$ cat config.mk
export PLATFORM = sky130hd
export DESIGN_NAME = apb_led_sequencer
export DESIGN_NICKNAME = d
export VERILOG_FILES = /design/src/rtl/apb_led_sequencer.sv
export SDC_FILE = /design/constraint.sdc
export NUM_CORES = 1
export LEC_CHECK = 0
export ABC_AREA = 1
export BUFFER_PORTS_ARGS = -buffer_cell sky130_fd_sc_hd__buf_2
export CAP_MARGIN = 10
export CORE_UTILIZATION = 40
export CTS_CLUSTER_SIZE = 20
export DETAILED_ROUTE_END_ITERATION = 16
export MAX_ROUTING_LAYER = met4
export PLACE_DENSITY = 0.61
export SLEW_MARGIN = 40
export SYNTH_ARGS = -nofsm -noshare
export SYNTH_HDL_FRONTEND = slang
export SYNTH_SLANG_ARGS = --single-unit
$ cat constraint.sdc
create_clock -name pclk -period 3.6 [get_ports pclk]
set_clock_uncertainty 0.15 [all_clocks]
set_input_delay 0.18 -clock pclk [delete_from_list [all_inputs] [get_ports pclk]]
set_output_delay 0.18 -clock pclk [all_outputs]
set_load 0.03 [all_outputs]
$ cat src/rtl/apb_led_sequencer.sv
// apb_led_sequencer: APB-programmable LED pattern sequencer.
//
// A prescaler produces one step every DIV+1 cycles while CTRL.EN is set.
// On each step the LED register rotates, ping-pongs or blinks against
// PATTERN depending on CTRL.MODE. STATUS.WRAP flags the end of a pass and
// drives a level interrupt when CTRL.IE is set.
//
// Register map (paddr[3:2]):
//   0x0 CTRL    bit0 EN, bits2:1 MODE, bit3 IE
//   0x4 DIV     bits[DIV_W-1:0]
//   0x8 PATTERN bits[N_LED-1:0]
//   0xC STATUS  bit0 DIR (RO), bit1 WRAP (write 1 to clear)
//
// Ports:
//   pclk    - clock, rising edge
//   rstn    - asynchronous active-low reset
//   paddr   - APB address, bits 1:0 ignored
//   pwrite, psel, penable - APB control
//   pwdata  - APB write data
//   prdata  - registered read data, loaded in the APB setup phase
//   led     - registered LED drive
//   irq     - level interrupt, STATUS.WRAP & CTRL.IE

module apb_led_sequencer #(
    parameter int N_LED = 8,
    parameter int DIV_W = 24
) (
    input  logic             pclk,
    input  logic             rstn,
    input  logic [3:0]       paddr,
    input  logic             pwrite,
    input  logic             psel,
    input  logic             penable,
    input  logic [31:0]      pwdata,
    output logic [31:0]      prdata,
    output logic [N_LED-1:0] led,
    output logic             irq
);

    typedef enum logic [1:0] {
        MODE_ROL   = 2'd0,
        MODE_ROR   = 2'd1,
        MODE_PING  = 2'd2,
        MODE_BLINK = 2'd3
    } mode_e;

    localparam logic [1:0] A_CTRL   = 2'd0;
    localparam logic [1:0] A_DIV    = 2'd1;
    localparam logic [1:0] A_PAT    = 2'd2;
    localparam logic [1:0] A_STATUS = 2'd3;

    logic [3:0]       ctrl_q,   ctrl_d;
    logic [DIV_W-1:0] div_q,    div_d;
    logic [N_LED-1:0] pat_q,    pat_d;
    logic [N_LED-1:0] led_q,    led_d;
    logic [DIV_W-1:0] cnt_q,    cnt_d;
    logic [31:0]      prdata_q, prdata_d;
    logic             dir_q,    dir_d;
    logic             wrap_q,   wrap_d;

    logic       wr_en, rd_en, cnt_clr, tc, step, wrap_hit;
    logic [1:0] sel;
    mode_e      mode;
    logic       unused_bits;

    assign sel     = paddr[3:2];
    assign wr_en   = psel & penable & pwrite;
    assign rd_en   = psel & ~penable & ~pwrite;
    assign mode    = mode_e'(ctrl_q[2:1]);
    // Any write other than STATUS restarts the prescaler and cancels the
    // step that would otherwise fall in this cycle.
    assign cnt_clr = wr_en & (sel != A_STATUS);
    assign tc      = ctrl_q[0] & (cnt_q == div_q);
    assign step    = tc & ~cnt_clr;

    assign unused_bits = ^{paddr[1:0], pwdata};

    always_comb begin
        ctrl_d   = ctrl_q;
        div_d    = div_q;
        pat_d    = pat_q;
        led_d    = led_q;
        dir_d    = dir_q;
        wrap_d   = wrap_q;
        prdata_d = prdata_q;
        wrap_hit = 1'b0;

        cnt_d = (!ctrl_q[0] || cnt_clr || tc) ? '0 : cnt_q + DIV_W'(1);

        if (step) begin
            unique case (mode)
                MODE_ROL: begin
                    led_d    = {led_q[N_LED-2:0], led_q[N_LED-1]};
                    wrap_hit = led_q[N_LED-1];
                end
                MODE_ROR: begin
                    led_d    = {led_q[0], led_q[N_LED-1:1]};
                    wrap_hit = led_q[0];
                end
                MODE_PING: begin
                    if (!dir_q) begin
                        if (led_q[N_LED-1]) begin
                            dir_d    = 1'b1;
                            led_d    = led_q >> 1;
                            wrap_hit = 1'b1;
                        end else begin
                            led_d = led_q << 1;
                        end
                    end else begin
                        if (led_q[0]) begin
                            dir_d    = 1'b0;
                            led_d    = led_q << 1;
                            wrap_hit = 1'b1;
                        end else begin
                            led_d = led_q >> 1;
                        end
                    end
                end
                MODE_BLINK: begin
                    led_d = led_q ^ pat_q;
                    // Post-step led equals PATTERN exactly when led was zero;
                    // a zero PATTERN never blinks, so it never wraps.
                    wrap_hit = (led_q == '0) && (pat_q != '0);
                end
            endcase
        end

        if (wr_en) begin
            case (sel)
                A_CTRL: ctrl_d = pwdata[3:0];
                A_DIV:  div_d  = pwdata[DIV_W-1:0];
                A_PAT: begin
                    pat_d = pwdata[N_LED-1:0];
                    led_d = pwdata[N_LED-1:0];
                    dir_d = 1'b0;
                end
                default: begin
                    if (pwdata[1]) wrap_d = 1'b0;
                end
            endcase
        end

        // A new wrap beats a coincident W1C.
        if (wrap_hit) wrap_d = 1'b1;

        if (rd_en) begin
            case (sel)
                A_CTRL:  prdata_d = 32'(ctrl_q);
                A_DIV:   prdata_d = 32'(div_q);
                A_PAT:   prdata_d = 32'(pat_q);
                default: prdata_d = 32'({wrap_q, dir_q});
            endcase
        end
    end

    always_ff @(posedge pclk or negedge rstn) begin
        if (!rstn) begin
            ctrl_q   <= '0;
            div_q    <= '0;
            pat_q    <= '0;
            led_q    <= '0;
            cnt_q    <= '0;
            prdata_q <= '0;
            dir_q    <= 1'b0;
            wrap_q   <= 1'b0;
        end else begin
            ctrl_q   <= ctrl_d;
            div_q    <= div_d;
            pat_q    <= pat_d;
            led_q    <= led_d;
            cnt_q    <= cnt_d;
            prdata_q <= prdata_d;
            dir_q    <= dir_d;
            wrap_q   <= wrap_d;
        end
    end

    assign prdata = prdata_q;
    assign led    = led_q;
    assign irq    = wrap_q & ctrl_q[3];

endmodule

==> key figures, run 1 <==
Status
  – Status: finished clean

Yosys
  – Post-synth EDFFs: 0
  – Register bit total from synthesis: 94
  – Most frequent cells after synthesis: 226 x nand2_1, 95 x inv_1, 94 x dfrtp_1
  – Avg Inst Size Synth: 7.32 sq um
  – Ys async rst share: 100%
  – Share of the synthesized area in the top cell type: 44.3%
  – Dominant synthesized flop cell: dfrtp_1
  – Top post-synthesis cells by area: dfrtp_1 44%, nand2_1 16%, inv_1 6.7%
  – Most frequent cell after synthesis: nand2_1
  – Sequential area share after synthesis: 44.3%
  – Synth Instances: 725
  – Post-synth top area cell: dfrtp_1
  – Mapped Area: 5310 sq um
  – Synth unique cells: 33
  – Yosys Warn Count: 0

Global route
  – Initial antenna violation count: 0
  – Largest net degree at the start of global routing: just over 80
  – Global-route usage over all layers: 23.9%
  – Gr ovfl total: 0
  – Number of global-route vias before repair: about 4700
  – First-pass GRT wire length: 23.9 mm

Critical path
  – Crit-path max cell delay: 480 ps
  – CP arrival: 2510 ps
  – CP Max Fanout: 24
  – Critical path startpoint category: register
  – Reg2Reg Depth: 10
  – Reg2reg end: cnt_q[9]$_DFF_PN0_
  – Crit. End Element: register
  – Crit Path Class: reg2reg
  – Worst r2r src: cnt_q[22]$_DFF_PN0_
  – Worst-path cell chain: inv_1, nand2_1, nand2_1, nand3_1, nor2_1, nand2_1, nor2_2, nand2_1, nand3_2, nor3_1
  – Flop2flop setup slack: between 1000 and 1500 ps
  – Req. time, crit path: approximately 3700 ps
  – Slowest cell on crit path: nor2_2
  – CP dominant cell by count: nand2_1

Timing
  – Fin. max-slew vios: 0
  – Minimum clock period: 2450 ps
  – Hold Vio Cnt, Final: 0
  – Slew @ Worst Pin: 807 ps
  – Max Clk Rate: roughly 0.41 GHz
  – Unrepaired setup endpoints after global routing: false
  – Period utilization: 68.1%
  – Slew headroom: 45.9%
  – Setup TNS: 0 ps
  – Final setup viols: 0

Die
  – Top Ports: 82
  – Core region area: 12800 sq um
  – Die Y: about 120 um
  – Die X: 117 um
  – Rows: between 40 and 50
  – DIE AREA: approximately 14000 sq um
  – Starting density of the core: approximately 42%

Clocking
  – H-tree depth: 3
  – Post-cts resize count: 0
  – CTS Buffer Depth: 2
  – Post-CTS setup buffer count: 0
  – CTS tree: done
  – Hold_buf cts: 27
  – CTS Root Buffer Type: clkbuf_16
  – Clk_lat worst skew: 350 ps
  – CTS Buf Count: 9
  – Clock sinks: 94
  – Clock Pin Slew Worst Setup and Hold Paths: 60 ps

Detailed routing
  – Drt first pass iters: 5
  – Drt drc: 0
  – Total wire length: 15.0 mm
  – DR vias: 5016
  – Vias per inst: 5.08
  – Uppermost routed layer: met4
  – WL met2: 6.51 mm
  – DR WL met3: approximately 800 um
  – Wl on met1: 7.50 mm
  – Detailed-route wire length per cell: roughly 15 um
  – Post-route antenna net violation count: 0
  – Number of DRC markers in iteration 0: 392

Hold path
  – Hold Path Origin: psel
  – Min-Delay Path Class: in2reg
  – Hold Path Cell Cnt: 5
  – Hold path endpoint: prdata[6]$_DFFE_PN0P_

Power
  – P_leak: 3.07 nW
  – VDD IR max: between 0.0002 and 0.00025 V
  – Power Density: 532 nW/um^2

Place
  – RePlAce Congestion: approximately 0.96
  – Detailed placer's ending HPWL: about 11 mm
  – Placed Cells: roughly 940
  – IO Port Bufs: 63

Finish
  – Share of cells above drive strength 1: 14.0%
  – Nets: around 850
  – # diodes: 0
  – Fin cells: 987
  – Area Growth Syn to Fin: 19.6%

Run
  – Max Cap Viol: 0
-- how the worst max path moves through the flow --
| stage | start | end | slack [ps] |
|---|---|---|---|
| after global placement | cnt_q[22]$_DFF_PN0_ | cnt_q[21]$_DFF_PN0_ | 1170 |
| after detailed placement | cnt_q[22]$_DFF_PN0_ | cnt_q[6]$_DFF_PN0_ | 1150 |
| after floorplan | cnt_q[0]$_DFF_PN0_ | cnt_q[20]$_DFF_PN0_ | 1910 |
| final | cnt_q[22]$_DFF_PN0_ | cnt_q[9]$_DFF_PN0_ | 1150 |
| after global routing | cnt_q[22]$_DFF_PN0_ | cnt_q[6]$_DFF_PN0_ | 890 |
| after CTS | cnt_q[22]$_DFF_PN0_ | cnt_q[6]$_DFF_PN0_ | 1150 |
-- critical path: cells and delay by family, from the launching register on --
| kind | cells | cell delay, ps |
|---|---|---|
| and+or+nand+nor | 9 | 1560 |
| buffers and inverters | 1 | 150 |
| DFF | 1 | 450 |
-- routing by layer --
layer	global-route usage (%)	vias up
li1	-	2470
met4	8.10	0
met3	3.71	18
met2	34.5	150
met5	-	-
met1	34.2	2378
-- cell type report --
type | count | area (sq um)
Tap cell | 172 | 215
Inverter | 104 | 390
Multi-Input combinational cell | 508 | 2430
Timing Repair Buffer | 93 | 614
Sequential cell | 94 | 2350
Clock inverter | 6 | 109
Clock buffer | 10 | 239
Fill cell | 1289 | 6430
-- kinds of logic after synthesis --
family	synth area share (%)
xor gates and xnor gates	1.98
and+or+nand+nor	32.1
AOI/OAI and AO/OA	10.4
buffers and inverters	10.4
other	0.0707
muxes	0.424
adders and majority gates	0.236
DFF	44.3
-- registers in the layout (all words and copies together), names as in the netlist --
register	cells
ctrl_q	4
dir_q	1
wrap_q	1
led	8
cnt_q	24
prdata	24
div_q	24
pat_q	8
-- through the flow --
step	util [%]	cell area (sq um)	hold slack, ps	setup slack (ps)	power, mW
after floorplan	-	5330	-266	1910	1.97
after global placement	44.8	5730	242	1170	2.25
after detailed placement	44.9	5730	131	1150	2.26
after CTS	49.7	6350	74.2	1150	3.39
after global routing	49.7	6350	125	894	3.57
final	49.7	6350	85.0	1150	3.38
-- power by group --
part	internal, mW	switching [mW]	leakage (nW)	total, mW
Combinational	0.282	0.617	1.70	0.899
Clock	0.696	0.410	0.172	1.11
Sequential	1.22	0.152	1.20	1.37
-- layout by cell type, fill, tap and decap left out, types with 9 or more instances in the layout --
| master | Yosys | final |
|---|---|---|
| a21oi_1 | 17 | 17 |
| o31ai_1 | 17 | 17 |
| xor2_1 | 9 | 9 |
| buf_2 | 2 | 62 |
| nand2_1 | 226 | 226 |
| nand4_1 | 18 | 18 |
| dlygate4sd3_1 | 0 | 27 |
| clkbuf_16 | 0 | 9 |
| nand3_1 | 33 | 33 |
| inv_1 | 95 | 95 |
| dfrtp_1 | 94 | 94 |
| o21ai_0 | 48 | 48 |
| nor3_1 | 20 | 20 |
| nor2_1 | 63 | 62 |
(Power assumes the default switching activity.)
==> inputs of run 2 (changes only) <==
PLACE_DENSITY = 0.63   (was 0.61)
clock period = 1.97 ns   (was 3.6 ns; I/O delays follow)
==> run 2 against run 1 <==
Clock-buffer cell count grew 1. Sequential share of layout area shrank 1.4 points. Via count is 0.92% higher. Largest power group unchanged. Largest cell class unchanged. Die area is the same. Cell count up 3.1%. Sequential power rose by 82%. Maximum frequency up 35%. Combinational power up 97%. Setup slack worse by 990 ps. Register-to-register slack got worse by 990 ps. Power rose by 73%. Critical path type unchanged. Utilization increased by 2.2 points.
==> key figures, run 2 (synthesized netlist as in run 1, its figures left out) <==
Status
  – Status: finished clean

Global route
  – Global-route usage over all layers: 24.3%
  – Initial antenna violation count: 0
  – Largest net degree at the start of global routing: 45
  – Gr ovfl total: 0
  – First-pass GRT wire length: 24.3 mm
  – Number of global-route vias before repair: 4763

Finish
  – Nets: 886
  – # diodes: 0
  – Commonest non-fill, non-tap cell in the layout: nand2_1
  – Multi-input logic area: about 2500 sq um
  – Share of cells above drive strength 1: 18.9%
  – Area Growth Syn to Fin: 24.9%
  – Highest-count cells in the layout ignoring fill and taps: 225 x nand2_1, 93 x inv_1, 87 x dfrtp_1
  – Fillers: 1254
  – Sequential Area: 2360 sq um

Clocking
  – CTS Root Buffer Type: clkbuf_16
  – Clk_lat worst skew: 350 ps
  – Clock Pin Slew Worst Setup and Hold Paths: 60 ps
  – CTS Buf Count: 9
  – Clock sinks: between 90 and 100
  – CTS tree: done
  – CTS Buffer Depth: 2
  – H-tree depth: 3

Die
  – Core region area: 12800 sq um
  – Starting density of the core: 41.5%
  – Die Y: ~120 um
  – Die X: 117 um
  – DIE AREA: 13700 sq um
  – Top Ports: 82
  – Rows: between 40 and 50

Detailed routing
  – Drt drc: 0
  – DR vias: 5062
  – Number of DRC markers in iteration 0: 395
  – Vias per inst: 4.97
  – Post-route antenna net violation count: 0
  – Drt first pass iters: 4
  – Detailed-route wire length per cell: 15.0 um
  – Total wire length: 15.3 mm

Timing
  – Period utilization: 92.1%
  – Minimum clock period: 1810 ps
  – Hold Slack: 35.1 ps
  – Fin. max-slew vios: 0
  – Setup TNS: 0 ps
  – Max Clk Rate: between 0.5 and 0.6 GHz
  – Final setup viols: 0
  – Unrepaired setup endpoints after global routing: false
  – Hold Vio Cnt, Final: 0

Power
  – P_leak: 3.22 nW
  – VDD IR max: 0.000370 V
  – Power Density: 883 nW/um^2

Critical path
  – Reg2Reg Depth: 10
  – Req. time, crit path: around 2100 ps
  – Crit Path Class: reg2reg
  – CP arrival: 1950 ps
  – CP Max Fanout: 11
  – Flop2flop setup slack: 160 ps
  – Critical path startpoint category: register
  – Crit. End Element: register

Place
  – RePlAce Congestion: roughly 0.92
  – Detailed placer's ending HPWL: approximately 12 mm
  – IO Port Bufs: 63

Hold path
  – Min-Delay Path Class: in2reg
  – Hold Path Cell Cnt: 4

Run
  – Max Cap Viol: 0
## run 2: cell types whose count changed in the layout (fill, tap and decap cells not counted), moves of 2 or more
cell,before,now
inv_2,4,6
nor2_4,4,6
inv_1,95,93
buf_4,3,33
nor2_1,62,60
xnor2_2,0,2
xnor2_1,3,1
bufinv_16,3,0
dfrtp_1,94,87
dfrtp_2,0,7
buf_12,0,4
## run 2: critical path, stage by stage, from the launching register on
cell,delay (ps)
dfrtp_1,410
xnor2_2,240
nand2_1,80
nor2_1,120
nand2_1,100
nor2_4,150
buf_12,150
nand3_2,120
nand2_1,90
nand3_1,70
nand2_1,70
## run 2: report_power, final
group / internal (mW) / total [mW] / switching, mW
logic: 0.595 / 1.77 / 1.17
clock network: 0.898 / 1.59 / 0.696
registers: 2.24 / 2.49 / 0.256
total: 3.73 / 5.85 / 2.12
## run 2: layout make-up
cell class,instances,area share [%]
Timing Repair Buffer,126,13.7
Tap cell,172,3.25
Sequential cell,94,35.6
Clock buffer,11,3.81
Inverter,104,5.89
Clock inverter,2,0.151
Multi-Input combinational cell,509,37.6
## run 2: worst paths after layout
kind                                            start                endpoint
worst max-delay path              cnt_q[12]$_DFF_PN0_        led[0]$_DFF_PN0_
worst min-delay path                         paddr[2]      wrap_q$_DFFE_PN0P_
worst max register to register    cnt_q[12]$_DFF_PN0_        led[0]$_DFF_PN0_
worst min register to register  prdata[4]$_DFFE_PN0P_   prdata[4]$_DFFE_PN0P_
max in group asynchronous                        rstn        led[2]$_DFF_PN0_
min in group asynchronous                        rstn  prdata[18]$_DFFE_PN0P_
## run 2: timing repair
action	CTS	global route
hold buffers	27	0
setup endpoints to repair	0	33
hold endpoints to repair	143	0
gates resized for setup	0	19
buffers inserted	0	5
## run 2: routing by layer
layer,GRT usage (%),part of all wire [%],up-vias
li1,-,-,2541
met1,34.7,50,2375
met2,35.9,44,134
met3,3.35,4.6,12
met4,6.75,1.2,0
met5,-,0,-
## run 2: stage by stage
| stage | std cells | util, % | power (mW) | instance area [sq um] | setup slack, ps |
|---|---|---|---|---|---|
| final | 1018 | 51.9 | 5.85 | 6630 | 156 |
| after global placement | 972 | 46.9 | 4.17 | 5990 | 86.9 |
| after detailed placement | 972 | 46.9 | 4.19 | 5990 | 60.1 |
| after CTS | 1012 | 51.0 | 5.84 | 6520 | 37.3 |
| after global routing | 1018 | 51.9 | 6.21 | 6630 | 21.2 |
| after floorplan | 732 | - | 3.60 | 5330 | 278 |
